<file path="src/rtl/char_buffer_pkg.sv">
// Shared constants and types for the character buffer command sequencer.
// Latency: n/a (declarations only).
// Backpressure: n/a.
package char_buffer_pkg;

    // Screen geometry and RAM sizing
    localparam int COLS      = 80;
    localparam int ROWS      = 25;
    localparam int BUF_SIZE  = COLS * ROWS;
    localparam int ADDR_BITS = 11;

    // Command opcodes presented on cmd_op
    typedef enum logic [1:0] {
        OP_WRITE  = 2'd0,
        OP_CLEAR  = 2'd1,
        OP_SCROLL = 2'd2,
        OP_NOP    = 2'd3
    } op_e;

    // Sequencer states
    typedef enum logic [2:0] {
        ST_IDLE    = 3'd0,
        ST_WR      = 3'd1,
        ST_CLR     = 3'd2,
        ST_SC_COPY = 3'd3,
        ST_SC_FILL = 3'd4
    } state_e;

endpackage

</file>
<file path="src/rtl/char_buffer_ctrl.sv">
// Command sequencer for the 80x25 character RAM: single writes, range fills, one-line scroll-up.
// Latency: first RAM write one cycle after acceptance; scroll copy writes trail their reads by two cycles.
// Backpressure: cmd_ready only in IDLE; video reads always win the shared read port, stalling scroll copies.
//
// Ports:
//   clk, rst_n                      clock, async active-low reset
//   cmd_valid/cmd_ready             command handshake; cmd_op/addr/len/data sampled at acceptance
//   busy                            high while a command is executing
//   vid_read_en, vid_raddr          scanout read request (highest priority)
//   buf_raddr, buf_read_en          to RAM read port (combinational mux)
//   buf_dout                        RAM read data, one cycle after the read
//   buf_waddr, buf_din, buf_write_en  to RAM write port (registered)
module char_buffer_ctrl
    import char_buffer_pkg::*;
(
    input  logic                 clk,
    input  logic                 rst_n,

    input  logic                 cmd_valid,
    output logic                 cmd_ready,
    input  logic [1:0]           cmd_op,
    input  logic [ADDR_BITS-1:0] cmd_addr,
    input  logic [ADDR_BITS-1:0] cmd_len,
    input  logic [7:0]           cmd_data,
    output logic                 busy,

    input  logic                 vid_read_en,
    input  logic [ADDR_BITS-1:0] vid_raddr,

    output logic [ADDR_BITS-1:0] buf_raddr,
    output logic                 buf_read_en,
    input  logic [7:0]           buf_dout,

    output logic [ADDR_BITS-1:0] buf_waddr,
    output logic [7:0]           buf_din,
    output logic                 buf_write_en
);

    // Address counters carry one extra bit so that reaching BUF_SIZE (and
    // cmd_addr+1 at the top of the address space) never wraps to zero.
    localparam int CNT_W = ADDR_BITS + 1;

    localparam logic [CNT_W-1:0]     BUF_END    = CNT_W'(BUF_SIZE);
    localparam logic [CNT_W-1:0]     SRC_START  = CNT_W'(COLS);
    localparam logic [CNT_W-1:0]     FILL_START = CNT_W'(BUF_SIZE - COLS);
    localparam logic [ADDR_BITS-1:0] FILL_LEN   = ADDR_BITS'(COLS);

    state_e               state_q, state_d;

    // Scroll copy source pointer and destination of the read in flight
    logic [CNT_W-1:0]     src_q, src_d;
    logic [ADDR_BITS-1:0] dst_q, dst_d;
    logic                 rd_vld_q, rd_vld_d;

    // Fill engine shared by CLEAR and the scroll bottom-line fill
    logic [CNT_W-1:0]     addr_q, addr_d;
    logic [ADDR_BITS-1:0] rem_q, rem_d;
    logic [7:0]           fill_q, fill_d;

    // Registered write port
    logic                 wr_en_q, wr_en_d;
    logic [ADDR_BITS-1:0] waddr_q, waddr_d;
    logic [7:0]           din_q, din_d;

    logic                 ctrl_rd;

    always_ff @(posedge clk or negedge rst_n) begin
        if (!rst_n) begin
            state_q  <= ST_IDLE;
            src_q    <= '0;
            dst_q    <= '0;
            rd_vld_q <= 1'b0;
            addr_q   <= '0;
            rem_q    <= '0;
            fill_q   <= '0;
            wr_en_q  <= 1'b0;
            waddr_q  <= '0;
            din_q    <= '0;
        end else begin
            state_q  <= state_d;
            src_q    <= src_d;
            dst_q    <= dst_d;
            rd_vld_q <= rd_vld_d;
            addr_q   <= addr_d;
            rem_q    <= rem_d;
            fill_q   <= fill_d;
            wr_en_q  <= wr_en_d;
            waddr_q  <= waddr_d;
            din_q    <= din_d;
        end
    end

    always_comb begin
        state_d  = state_q;
        src_d    = src_q;
        dst_d    = dst_q;
        rd_vld_d = 1'b0;
        addr_d   = addr_q;
        rem_d    = rem_q;
        fill_d   = fill_q;
        wr_en_d  = 1'b0;
        waddr_d  = waddr_q;
        din_d    = din_q;
        ctrl_rd  = 1'b0;

        case (state_q)
            ST_IDLE: begin
                // The first write of WRITE/CLEAR is launched on the accept
                // edge so it appears on the RAM port the very next cycle.
                if (cmd_valid) begin
                    case (op_e'(cmd_op))
                        OP_WRITE: begin
                            state_d = ST_WR;
                            wr_en_d = 1'b1;
                            waddr_d = cmd_addr;
                            din_d   = cmd_data;
                        end
                        OP_CLEAR: begin
                            if (cmd_len != '0) begin
                                state_d = ST_CLR;
                                fill_d  = cmd_data;
                                addr_d  = {1'b0, cmd_addr} + CNT_W'(1);
                                rem_d   = cmd_len - ADDR_BITS'(1);
                                if ({1'b0, cmd_addr} < BUF_END) begin
                                    wr_en_d = 1'b1;
                                    waddr_d = cmd_addr;
                                    din_d   = cmd_data;
                                end
                            end
                        end
                        OP_SCROLL: begin
                            state_d = ST_SC_COPY;
                            fill_d  = cmd_data;
                            src_d   = SRC_START;
                        end
                        default: ;
                    endcase
                end
            end

            ST_WR: begin
                state_d = ST_IDLE;
            end

            ST_CLR, ST_SC_FILL: begin
                // Stop on length exhausted or on running off the end of the
                // buffer; out-of-range addresses are never written.
                if (rem_q != '0 && addr_q < BUF_END) begin
                    wr_en_d = 1'b1;
                    waddr_d = addr_q[ADDR_BITS-1:0];
                    din_d   = fill_q;
                    addr_d  = addr_q + CNT_W'(1);
                    rem_d   = rem_q - ADDR_BITS'(1);
                end else begin
                    state_d = ST_IDLE;
                end
            end

            ST_SC_COPY: begin
                // A read is only issued when video leaves the port free; a
                // blocked cycle simply retries the same src next cycle.
                ctrl_rd  = (src_q < BUF_END) && !vid_read_en;
                rd_vld_d = ctrl_rd;
                if (ctrl_rd) begin
                    src_d = src_q + CNT_W'(1);
                    dst_d = ADDR_BITS'(src_q - SRC_START);
                end
                // Data from last cycle's read goes straight into the write
                // register, so nothing can be overwritten by a later read.
                if (rd_vld_q) begin
                    wr_en_d = 1'b1;
                    waddr_d = dst_q;
                    din_d   = buf_dout;
                end
                if (src_q == BUF_END && rd_vld_q) begin
                    state_d = ST_SC_FILL;
                    addr_d  = FILL_START;
                    rem_d   = FILL_LEN;
                end
            end

            default: begin
                state_d = ST_IDLE;
            end
        endcase
    end

    assign cmd_ready    = (state_q == ST_IDLE);
    assign busy         = ~cmd_ready;

    // Video owns the read port whenever it asks; no added latency for it.
    assign buf_raddr    = vid_read_en ? vid_raddr : src_q[ADDR_BITS-1:0];
    assign buf_read_en  = vid_read_en | ctrl_rd;

    assign buf_write_en = wr_en_q;
    assign buf_waddr    = waddr_q;
    assign buf_din      = din_q;

endmodule

</file>
<file path="config.mk">
export PLATFORM = sky130hd
export DESIGN_NAME = char_buffer_ctrl
export DESIGN_NICKNAME = d
export VERILOG_FILES = /design/src/rtl/char_buffer_pkg.sv /design/src/rtl/char_buffer_ctrl.sv
export SDC_FILE = /design/constraint.sdc
export NUM_CORES = 1
export LEC_CHECK = 0
export CAP_MARGIN = 20
export CORE_MARGIN = 10
export CORE_UTILIZATION = 59
export CTS_CLUSTER_SIZE = 24
export DETAILED_ROUTE_END_ITERATION = 10
export GPL_TIMING_DRIVEN = 0
export HOLD_SLACK_MARGIN = 0.1
export PLACE_DENSITY = 0.86
export SLEW_MARGIN = 0
export SYNTH_ARGS = -nofsm -noshare
export SYNTH_HDL_FRONTEND = slang
export SYNTH_SLANG_ARGS = --single-unit
export TNS_END_PERCENT = 10
</file>
<file path="constraint.sdc">
create_clock -name clk -period 6.3 [get_ports clk]
set_input_delay 1.575 -clock clk [delete_from_list [all_inputs] [get_ports clk]]
set_output_delay 1.575 -clock clk [all_outputs]
set_load 0.01 [all_outputs]
</file>
==> results of run 1 <==
-- sequential cells by signal (all words and copies together), names as in the netlist --
signal and cells:
rd_vld_q 1, buf_waddr 11, src_q 12, addr_q 12
fill_q 8, state_q 3, buf_din 8, dst_q 11
rem_q 11, buf_write_en 1
-- through the flow --
step / hold slack (ns) / setup slack, ns
floorplan: 0.4396 / 2.416
global placement: 0.4631 / 0.8664
CTS: 0.4995 / 1.780
detailed placement: 0.4773 / 1.796
global route: 0.5241 / 1.639
finish: 0.4942 / 1.794
-- layout make-up --
class	count	area share, %
Inverter	32	1.830
Clock inverter	7	1.182
Buffer	46	3.432
Multi-Input combinational cell	456	46.71
Sequential cell	78	29.74
Timing Repair Buffer	85	13.16
Tap cell	108	2.059
Clock buffer	9	1.888
-- worst max-delay path: cells and delay by family --
kind / cells / cell delay [ns]
and+or+nand+nor: 1 / 0.09
buffers and inverters: 3 / 1.18
AOI/OAI and AO/OA: 1 / 0.09
-- path summary, 6_finish.rpt --
check	to	cells past startpoint	slack, ns
hold / removal	dst_q[6]$_DFFE_PN0P_	2	0.49
setup reg to reg	addr_q[10]$_DFFE_PN0P_	14	2.29
setup / recovery	buf_raddr[0]	5	1.79
hold reg to reg	dst_q[6]$_DFFE_PN0P_	2	0.49
max in group asynchronous	addr_q[8]$_DFFE_PN0P_	2	4.59
min in group asynchronous	rem_q[4]$_DFFE_PN0P_	1	1.12
-- kinds of logic after synthesis --
| kind of cell | after synthesis |
|---|---|
| AND/OR/NAND/NOR | 207 |
| AO/OA/AOI/OAI | 174 |
| buffers and inverters | 78 |
| flip-flops | 78 |
| multiplexers | 47 |
| XOR/XNOR | 17 |
| adder cells (fa/ha/maj) | 11 |
-- routing by layer --
metal,vias to the layer above,global-route usage [%],wire [microns]
met4,0,9.241,428
met2,309,42.19,8531
met5,-,0,0
met3,40,5.677,1666
met1,2611,33.62,6959
li1,2461,-,-
-- cells in the mapped netlist, types with 3 or more instances --
library cell	count	area, sq um
dfrtp_1	78	1952
nand2_1	69	259.0
o21ai_0	44	220.2
nor2_1	32	120.1
inv_1	31	116.4
mux2_2	27	304.0
a21oi_1	26	130.1
clkbuf_1	26	97.59
nand3_1	21	105.1
mux2i_1	18	180.2
nor3_1	15	75.07
o31ai_1	13	97.59
or3_1	12	75.07
buf_2	11	55.05
ha_1	11	137.6
nand4_1	11	68.82
xnor2_1	11	96.34
o211ai_1	9	67.56
a22o_1	8	70.07
a22oi_1	8	60.06
nor4_1	8	50.05
a211oi_1	7	52.55
a31oi_1	6	37.54
and3_1	6	37.54
or4_1	6	45.04
xor2_1	6	52.55
buf_4	5	37.54
o2111ai_1	5	43.79
a221o_1	4	40.04
a311oi_1	4	35.03
and2_1	4	25.02
o22ai_1	4	25.02
a211o_1	3	26.28
a21o_1	3	22.52
a31o_2	3	26.28
nand2b_1	3	18.77
nor2b_1	3	18.77
nor3b_1	3	22.52
o21a_1	3	22.52
-- power by group through the flow --
| stage | clock (mW) | combinational [mW] | sequential (mW) |
|---|---|---|---|
| floorplan | 0 | 1.14 | 0.857 |
| global placement | 0 | 1.71 | 0.857 |
| detailed placement | 0 | 1.75 | 0.868 |
| CTS | 0.412 | 1.76 | 0.860 |
| global route | 0.430 | 1.92 | 0.888 |
| finish | 0.412 | 1.78 | 0.866 |
==> flow_metrics.py, run 1 <==
metrics = {
    "global_routing": {
        "gr-usage-all-layers_pct": 26.09,
        "grt_pass1_wl_mm": 27.72,
        "antenna_found_initial": 0,
        "first_global_vias": 5254,
        "grt_overflow_total": 0,
        "grt_max_degree": 54,
    },
    "pwr": {
        "powerDensity_mw_per_mm2": 466.6,
        "pwr-share-clk_pct": 13.5,
        "internal-power_mw": 1.656,
        "seqPwrFrac_pct": 28.3,
        "p_leak_nw": 2.753,
        "irDropWorstVdd_v": 0.0002569,
        "switching_power_mw": 1.406,
        "swShare_pct": 45.92,
        "finalPower_mw": 3.062,
        "combPwrFrac_pct": 58.3,
    },
    "synthesis": {
        "synth_simple_gate_area_share_pct": 19.62,
        "syn-instance-count": 612,
        "synthArstFlopShare_pct": 100.0,
        "muxShareOfSynthArea_pct": 9.449,
        "synth_top_family_by_area": "compound AO/OA/AOI/OAI gates",
        "synth_xor_area_share_pct": 2.776,
        "synth-compound-area-share_pct": 22.75,
        "yosysWarnings": 0,
        "synth_cell_types": 77,
        "synth_edf_count": 0,
        "ys_ff_latch": 78,
        "synthAdderAreaFrac_pct": 2.566,
        "synthFlopType": "dfrtp_1",
        "ys_seq_area_share_pct": 36.40,
        "synth.avg_cell_area_sq_um": 8.762,
        "syn_nets": 678,
        "syn_area_sq_mm": 0.005363,
    },
    "detailed_routing": {
        "dr.pass1.iters": 7,
        "antenna_left": 0,
        "drtIter0Drc": 585,
        "wire_per_inst_microns": 21.42,
        "vias": 5421,
        "routed_wl_mm": 17.59,
        "route.detailed.drc": 0,
        "viasPerCell": 6.603,
    },
    "critical_path": {
        "end_kind": "output pin",
        "critPathLaunchType": "primary input",
        "critical_path.most_common_cell": "clkbuf_1",
        "required_ns": 4.72,
        "crit_chain": "clkbuf_1, clkbuf_1, nand2_1, o21ai_0, clkdlybuf4s50_1",
        "cpMaxStageDelayCell": "clkdlybuf4s50_1",
        "crit_path_start": "vid_read_en",
        "criticalPathCategory": "primary input to output pin",
        "worstPathArrival_ns": 2.93,
        "r2r_start": "state_q[2]$_DFFE_PN0P_",
        "crit_path_max_fanout": 10,
        "slowest_delay_ns": 0.57,
    },
    "floorplan": {
        "die_height_microns": 115.3,
        "pin_count": 89,
        "start_util_pct": 61.19,
        "core_area_sq_mm": 0.008763,
        "die-area_sq_mm": 0.01330,
        "rows": 34,
        "die_width_microns": 115.3,
    },
    "sta": {
        "finalSetupTns_ns": 0,
        "fmax_mhz": 221.9,
        "worst_pin_slew_ns": 0.7818,
        "max_slew_margin_pct": 47.88,
        "setup_viol": 0,
        "finClkSkew_ns": 0.01859,
        "hold_violations": 0,
        "fin_crit_ns": 4.506,
        "slew_viol_final": 0,
        "final.period_utilization_pct": 71.53,
        "rsz0062_at_grt": "false",
    },
    "clock_tree": {
        "cts_max_path_buffers": 2,
        "cts_setup_buffers": 0,
        "cts_made_buffers": 9,
        "hold_buffers": 0,
        "worstSkewPairLatency_ns": 0.37,
        "cts_root_buf": "clkbuf_8",
        "cts.sinks": 78,
        "post_cts_resized": 0,
        "cts_tree": "done",
        "h-tree-depth": 3,
        "clkTransAtPathRegs_ns": 0.08,
    },
    "layout": {
        "regArea_sq_mm": 0.001952,
        "layout_commonest_cell": "clkdlybuf4s50_1",
        "n_antenna_cell": 0,
        "finalNetCount": 774,
        "syn_to_final_growth_pct": 22.38,
        "fin_cells": 821,
        "fin_util_pct": 74.89,
        "fillers": 649,
        "layout-drive-gt1-share_pct": 11.78,
        "final_cell_area_sq_mm": 0.006563,
        "multi_input_area_sq_mm": 0.003065,
        "final_cell_mix": "clkdlybuf4s50_1, dfrtp_1, nand2_1",
    },
    "run_status": {
        "status": "complete, no violations",
    },
    "min_path": {
        "hold_path_class": "flip-flop to flip-flop",
        "min-delay-start": "dst_q[6]$_DFFE_PN0P_",
    },
    "placed_design": {
        "dpl_cell_area_sq_mm": 0.006354,
        "dpl.hpwl_mm": 13.03,
        "port_buffers": 83,
        "routabilityCongestion": 0.9977,
        "dp_cells": 804,
    },
    "flow_run": {
        "max-cap-violations": 0,
    },
}
Power figures use the tool's default switching activity.
==> inputs of run 2 (changes only) <==
CORE_UTILIZATION = 54   (was 59)
PLACE_DENSITY = 0.8   (was 0.86)
clock period = 4.29 ns   (was 6.3 ns; I/O delays follow)
==> run 2 against run 1 <==
  * Largest cell class unchanged
  * Clock skew shrank 0.0066 ns
  * Core utilization shrank 7.1 points
  * Worst setup slack lost 1.3 ns
==> flow_metrics.py, run 2 (same netlist as run 1, synthesis figures left out) <==
metrics = {
    "run_status": {
        "status": "complete, no violations",
    },
    "global_routing": {
        "grt_max_degree": 53,
        "grt_pass1_wl_mm": 28.64,
        "gr-usage-all-layers_pct": 24.23,
        "grt_overflow_total": 0,
        "antenna_found_initial": 0,
        "first_global_vias": 5571,
    },
    "detailed_routing": {
        "antenna_left": 0,
        "wire_per_inst_microns": 20.64,
        "route.detailed.drc": 0,
        "dr.pass1.iters": 6,
        "drtIter0Drc": 601,
        "viasPerCell": 6.378,
        "vias": 5396,
        "routed_wl_mm": 17.46,
    },
    "critical_path": {
        "worstPathArrival_ns": 4.05,
        "end_kind": "flip-flop",
        "required_ns": 4.54,
        "critPathLaunchType": "flip-flop",
        "criticalPathCategory": "flip-flop to flip-flop",
        "crit_path_max_fanout": 10,
    },
    "floorplan": {
        "die_width_microns": 119.7,
        "pin_count": 89,
        "die_height_microns": 119.7,
        "core_area_sq_mm": 0.009729,
        "rows": 36,
        "die-area_sq_mm": 0.01432,
        "start_util_pct": 55.12,
    },
    "layout": {
        "syn_to_final_growth_pct": 23.05,
        "final_cell_mix": "clkdlybuf4s50_1, dfrtp_1, nand2_1",
        "finalNetCount": 774,
        "layout-drive-gt1-share_pct": 11.92,
        "layout_commonest_cell": "clkdlybuf4s50_1",
        "n_antenna_cell": 0,
        "reg_top3": "addr_q: 12 flops, src_q: 12 flops",
        "fin_cells": 846,
        "fillers": 789,
    },
    "clock_tree": {
        "cts_made_buffers": 9,
        "worstSkewPairLatency_ns": 0.36,
        "cts_root_buf": "clkbuf_8",
        "cts_tree": "done",
        "cts.sinks": 78,
        "hold_buffers": 0,
        "cts_max_path_buffers": 2,
        "clkTransAtPathRegs_ns": 0.09,
        "post_cts_resized": 0,
        "h-tree-depth": 3,
        "cts_setup_buffers": 0,
    },
    "sta": {
        "finalSetupTns_ns": 0,
        "worst_pin_slew_ns": 0.9297,
        "max_slew_margin_pct": 37.90,
        "hold_violations": 0,
        "fin_crit_ns": 3.800,
        "finClkSkew_ns": 0.01203,
        "fmax_mhz": 263.2,
        "setup_viol": 0,
        "slew_viol_final": 0,
        "final.period_utilization_pct": 88.57,
        "rsz0062_at_grt": "false",
    },
    "pwr": {
        "irDropWorstVdd_v": 0.0002614,
        "switching_power_mw": 2.046,
        "internal-power_mw": 2.434,
        "combPwrFrac_pct": 58.4,
        "p_leak_nw": 2.749,
        "powerDensity_mw_per_mm2": 679.0,
        "pwr-share-clk_pct": 13.1,
        "seqPwrFrac_pct": 28.5,
        "swShare_pct": 45.67,
    },
    "placed_design": {
        "port_buffers": 83,
        "routabilityCongestion": 0.9774,
        "dpl.hpwl_mm": 13.12,
        "dp_cells": 829,
    },
    "flow_run": {
        "max-cap-violations": 0,
    },
    "min_path": {
        "hold_path_class": "flip-flop to flip-flop",
    },
}
==> run 2: area by class of cell <==
type                       instances  area [sq um]  share of cell area (%)
inverter                          32         120.1                   1.820
clock buffer                       9         123.9                   1.877
tap                              133         166.4                   2.522
timing repair buffer              85         863.3                   13.08
buffer                            46         225.2                   3.413
clock inverter                     7         80.08                   1.213
multi-input combinational        456          3068                   46.49
sequential                        78          1952                   29.58
==> run 2: path summary, 6_finish.rpt <==
path	to	startpoint	cells after the start	slack [ns]
min reg2reg	dst_q[7]$_DFFE_PN0P_	dst_q[7]$_DFFE_PN0P_	2	0.51
max in group asynchronous	buf_waddr[3]$_DFFE_PN0P_	rst_n	2	3.08
min in group asynchronous	state_q[0]$_DFFE_PN0P_	rst_n	1	0.63
min	dst_q[7]$_DFFE_PN0P_	dst_q[7]$_DFFE_PN0P_	2	0.51
max	rem_q[6]$_DFFE_PN0P_	state_q[2]$_DFFE_PN0P_	11	0.49
max reg2reg	rem_q[6]$_DFFE_PN0P_	state_q[2]$_DFFE_PN0P_	11	0.49
==> run 2: routing by layer <==
layer  track usage (%)  routed length [microns]  vias to the layer above
met2             40.10                     8452                      277
li1                  -                        -                     2461
met5                 0                        0                        -
met1             31.06                     7136                     2618
met4             8.069                      349                        0
met3             4.735                     1526                       40
==> run 2: per-stage QoR <==
step           cell area [sq um]  utilization (%)  power, mW  setup slack (ns)  hold slack [ns]
5_1_grt                     6599            67.82      4.773            0.2098           0.5308
6_report                    6599            67.82      4.481            0.4904           0.5059
3_5_place_dp                6385            65.63      3.846            0.4442           0.4859
4_1_cts                     6589            67.72      4.435            0.4059           0.5038
3_3_place_gp                6360            65.37      3.777           -0.5946           0.4686
2_1_floorplan               5363                -      2.927             1.163           0.4396
==> run 2: power by group through the flow <==
| stage | Combinational (mW) | Clock [mW] | Sequential [mW] |
|---|---|---|---|
| 6_report | 2.62 | 0.587 | 1.27 |
| 3_3_place_gp | 2.51 | 0 | 1.26 |
| 3_5_place_dp | 2.56 | 0 | 1.28 |
| 4_1_cts | 2.58 | 0.589 | 1.27 |
| 2_1_floorplan | 1.67 | 0 | 1.26 |
| 5_1_grt | 2.84 | 0.618 | 1.31 |
==> run 2: worst max-delay path, stage by stage, from the launching register on <==
cell and delay (ns):
dfrtp_1 0.36, buf_2 0.16, xnor2_1 0.24, nor2_2 0.38
buf_2 0.32, buf_2 0.33, mux2i_1 0.24, ha_1 0.25
nor3b_1 0.57, a31oi_1 0.17, or4_1 0.50, o221a_2 0.14
==> inputs of run 3 (changes only) <==
CORE_MARGIN = 4   (was 10)
MAX_ROUTING_LAYER = met4   (was default)
==> run 3 against run 2 <==
  * Global-route usage grew 6.9 points
  * Sequential cell count is the same
  * Non-clock buffer count is the same
  * Critical path type unchanged
  * Core utilization shrank 0.22 points
  * Die area shrank 19%
  * Via count shrank 0.44%
  * Maximum frequency shrank 1.9%
  * First-iteration DRC count grew 3.8%
  * Count of clock-buffer cells in the layout is the same
  * Worst setup slack lost 0.073 ns
==> flow_metrics.py, run 3 (same netlist as run 1, synthesis figures left out) <==
metrics = {
    "detailed_routing": {
        "drtIter0Drc": 624,
        "routed_wl_mm": 17.37,
        "wl_met2_mm": 8.331,
        "antenna_left": 0,
        "route.detailed.drc": 0,
        "top_layer": "met4",
        "wl_met3_mm": 1.328,
        "viasPerCell": 6.350,
        "wire_per_inst_microns": 20.53,
        "vias": 5372,
        "dr.pass1.iters": 5,
        "wl_met1_mm": 7.117,
    },
    "global_routing": {
        "grt_max_degree": 51,
        "grt_pass1_wl_mm": 27.26,
        "first_global_vias": 5392,
        "grt_overflow_total": 0,
        "antenna_found_initial": 0,
        "gr-usage-all-layers_pct": 31.17,
    },
    "clock_tree": {
        "cts_made_buffers": 9,
        "cts_max_path_buffers": 2,
        "cts_tree": "done",
        "h-tree-depth": 3,
        "worstSkewPairLatency_ns": 0.37,
        "hold_buffers": 0,
        "cts_setup_buffers": 0,
        "post_cts_resized": 0,
        "cts_root_buf": "clkbuf_8",
        "cts.sinks": 78,
        "clkTransAtPathRegs_ns": 0.09,
    },
    "sta": {
        "hold_violations": 0,
        "setup_viol": 0,
        "rsz0062_at_grt": "false",
        "final.period_utilization_pct": 90.27,
        "worst_pin_slew_ns": 0.8826,
        "setup_ws_ns": 0.4172,
        "max_slew_margin_pct": 41.05,
        "finalSetupTns_ns": 0,
        "fin_crit_ns": 3.873,
        "holdWs_ns": 0.4896,
        "finClkSkew_ns": 0.01127,
        "slew_viol_final": 0,
        "fmax_mhz": 258.2,
    },
    "run_status": {
        "status": "complete, no violations",
    },
    "floorplan": {
        "start_util_pct": 55.12,
        "die-area_sq_mm": 0.01159,
        "rows": 36,
        "core_area_sq_mm": 0.009729,
        "die_height_microns": 107.7,
        "die_width_microns": 107.7,
        "pin_count": 89,
    },
    "critical_path": {
        "r2r_slack_ns": 0.42,
        "crit_path_max_fanout": 10,
        "crit_path_start": "state_q[2]$_DFFE_PN0P_",
        "worstPathArrival_ns": 4.13,
        "cpMaxStageDelayCell": "nor2_2",
        "crit_family": "simple AND/OR/NAND/NOR gates",
        "r2r_start": "state_q[2]$_DFFE_PN0P_",
        "critPathLaunchType": "flip-flop",
        "criticalPathCategory": "flip-flop to flip-flop",
        "end_kind": "flip-flop",
        "crit_chain": "buf_2, xnor2_1, nor2_2, buf_2, buf_2, nand2_1, nand2_1, ha_1, clkbuf_1, nand4_1, or3_1, mux2i_1, mux2i_1, a311oi_1",
        "critical_path.most_common_cell": "buf_2",
        "reg2reg_depth": 14,
        "slowest_delay_ns": 0.44,
        "cp.depth": 14,
        "cp.buffers_inverters": 4,
        "required_ns": 4.55,
    },
    "pwr": {
        "irDropWorstVdd_v": 0.0002958,
        "p_leak_nw": 2.738,
        "powerDensity_mw_per_mm2": 676.2,
        "swShare_pct": 46.59,
        "internal-power_mw": 2.375,
        "seqPwrFrac_pct": 28.6,
        "combPwrFrac_pct": 59.4,
        "switching_power_mw": 2.072,
        "pwr-share-clk_pct": 12.0,
    },
    "layout": {
        "reg_top3": "addr_q: 12 flops, src_q: 12 flops",
        "regArea_sq_mm": 0.001952,
        "multi_input_area_sq_mm": 0.003068,
        "fin_util_pct": 67.61,
        "final_cell_mix": "clkdlybuf4s50_1, dfrtp_1, nand2_1",
        "layout-drive-gt1-share_pct": 11.92,
        "finalNetCount": 774,
        "fillers": 830,
        "syn_to_final_growth_pct": 22.66,
        "layout_commonest_cell": "clkdlybuf4s50_1",
        "n_antenna_cell": 0,
    },
    "placed_design": {
        "port_buffers": 83,
        "pre_cts_ws_ns": 0.3268,
        "routabilityCongestion": 0.9456,
        "dpl.hpwl_mm": 12.74,
    },
    "min_path": {
        "hold_depth": 2,
        "min-delay-start": "dst_q[9]$_DFFE_PN0P_",
        "hold_path_class": "flip-flop to flip-flop",
    },
    "flow_run": {
        "max-cap-violations": 0,
    },
}
[run 3: cell count changes in the layout (fill, tap and decap cells not counted), sizes merged]
cell,before,now
bufinv,1,0
clkinv,2,4
inv,35,34
[run 3: path summary, 6_finish.rpt]
check                                          to
min in group asynchronous  buf_din[7]$_DFFE_PN0P_
hold reg to reg              dst_q[9]$_DFFE_PN0P_
setup reg to reg           addr_q[10]$_DFFE_PN0P_
setup / recovery           addr_q[10]$_DFFE_PN0P_
max in group asynchronous    src_q[9]$_DFFE_PN0P_
hold / removal               dst_q[9]$_DFFE_PN0P_
[run 3: power groups by stage]
stage	combinational (mW)	clock, mW	sequential [mW]
floorplan	1.67	0	1.26
global placement	2.50	0	1.27
detailed placement	2.58	0	1.28
CTS	2.59	0.535	1.27
global route	2.84	0.562	1.31
finish	2.64	0.533	1.27
[run 3: stage by stage]
stage	power [mW]	std cells	instance area, sq um
after global routing	4.711	846	6578
after global placement	3.770	828	6360
final	4.448	846	6578
after detailed placement	3.857	829	6385
after CTS	4.396	845	6568
after floorplan	2.927	612	5363
[run 3: metal layers]
metal / GRT usage [%] / up-vias
li1: - / 2468
met1: 39.82 / 2590
met2: 48.05 / 268
met3: 5.339 / 46
met4: 15.42 / 0
met5: - / -
[run 3: worst reg2reg max path, stage by stage (launching register included)]
cell      delay, ns
dfrtp_1        0.36
buf_2          0.16
xnor2_1        0.25
nor2_2         0.44
buf_2          0.35
buf_2          0.32
nand2_1        0.09
nand2_1        0.07
ha_1           0.14
clkbuf_1       0.33
nand4_1        0.29
or3_1          0.39
mux2i_1        0.20
mux2i_1        0.11
a311oi_1       0.28
[run 3: final cells by class]
class / instances / area share [%]
tap: 133 / 2.530
inverter: 32 / 1.826
clock buffer: 9 / 1.883
multi-input combinational: 456 / 46.64
sequential: 78 / 29.67
buffer: 46 / 3.424
timing repair buffer: 85 / 13.13
clock inverter: 7 / 0.8940
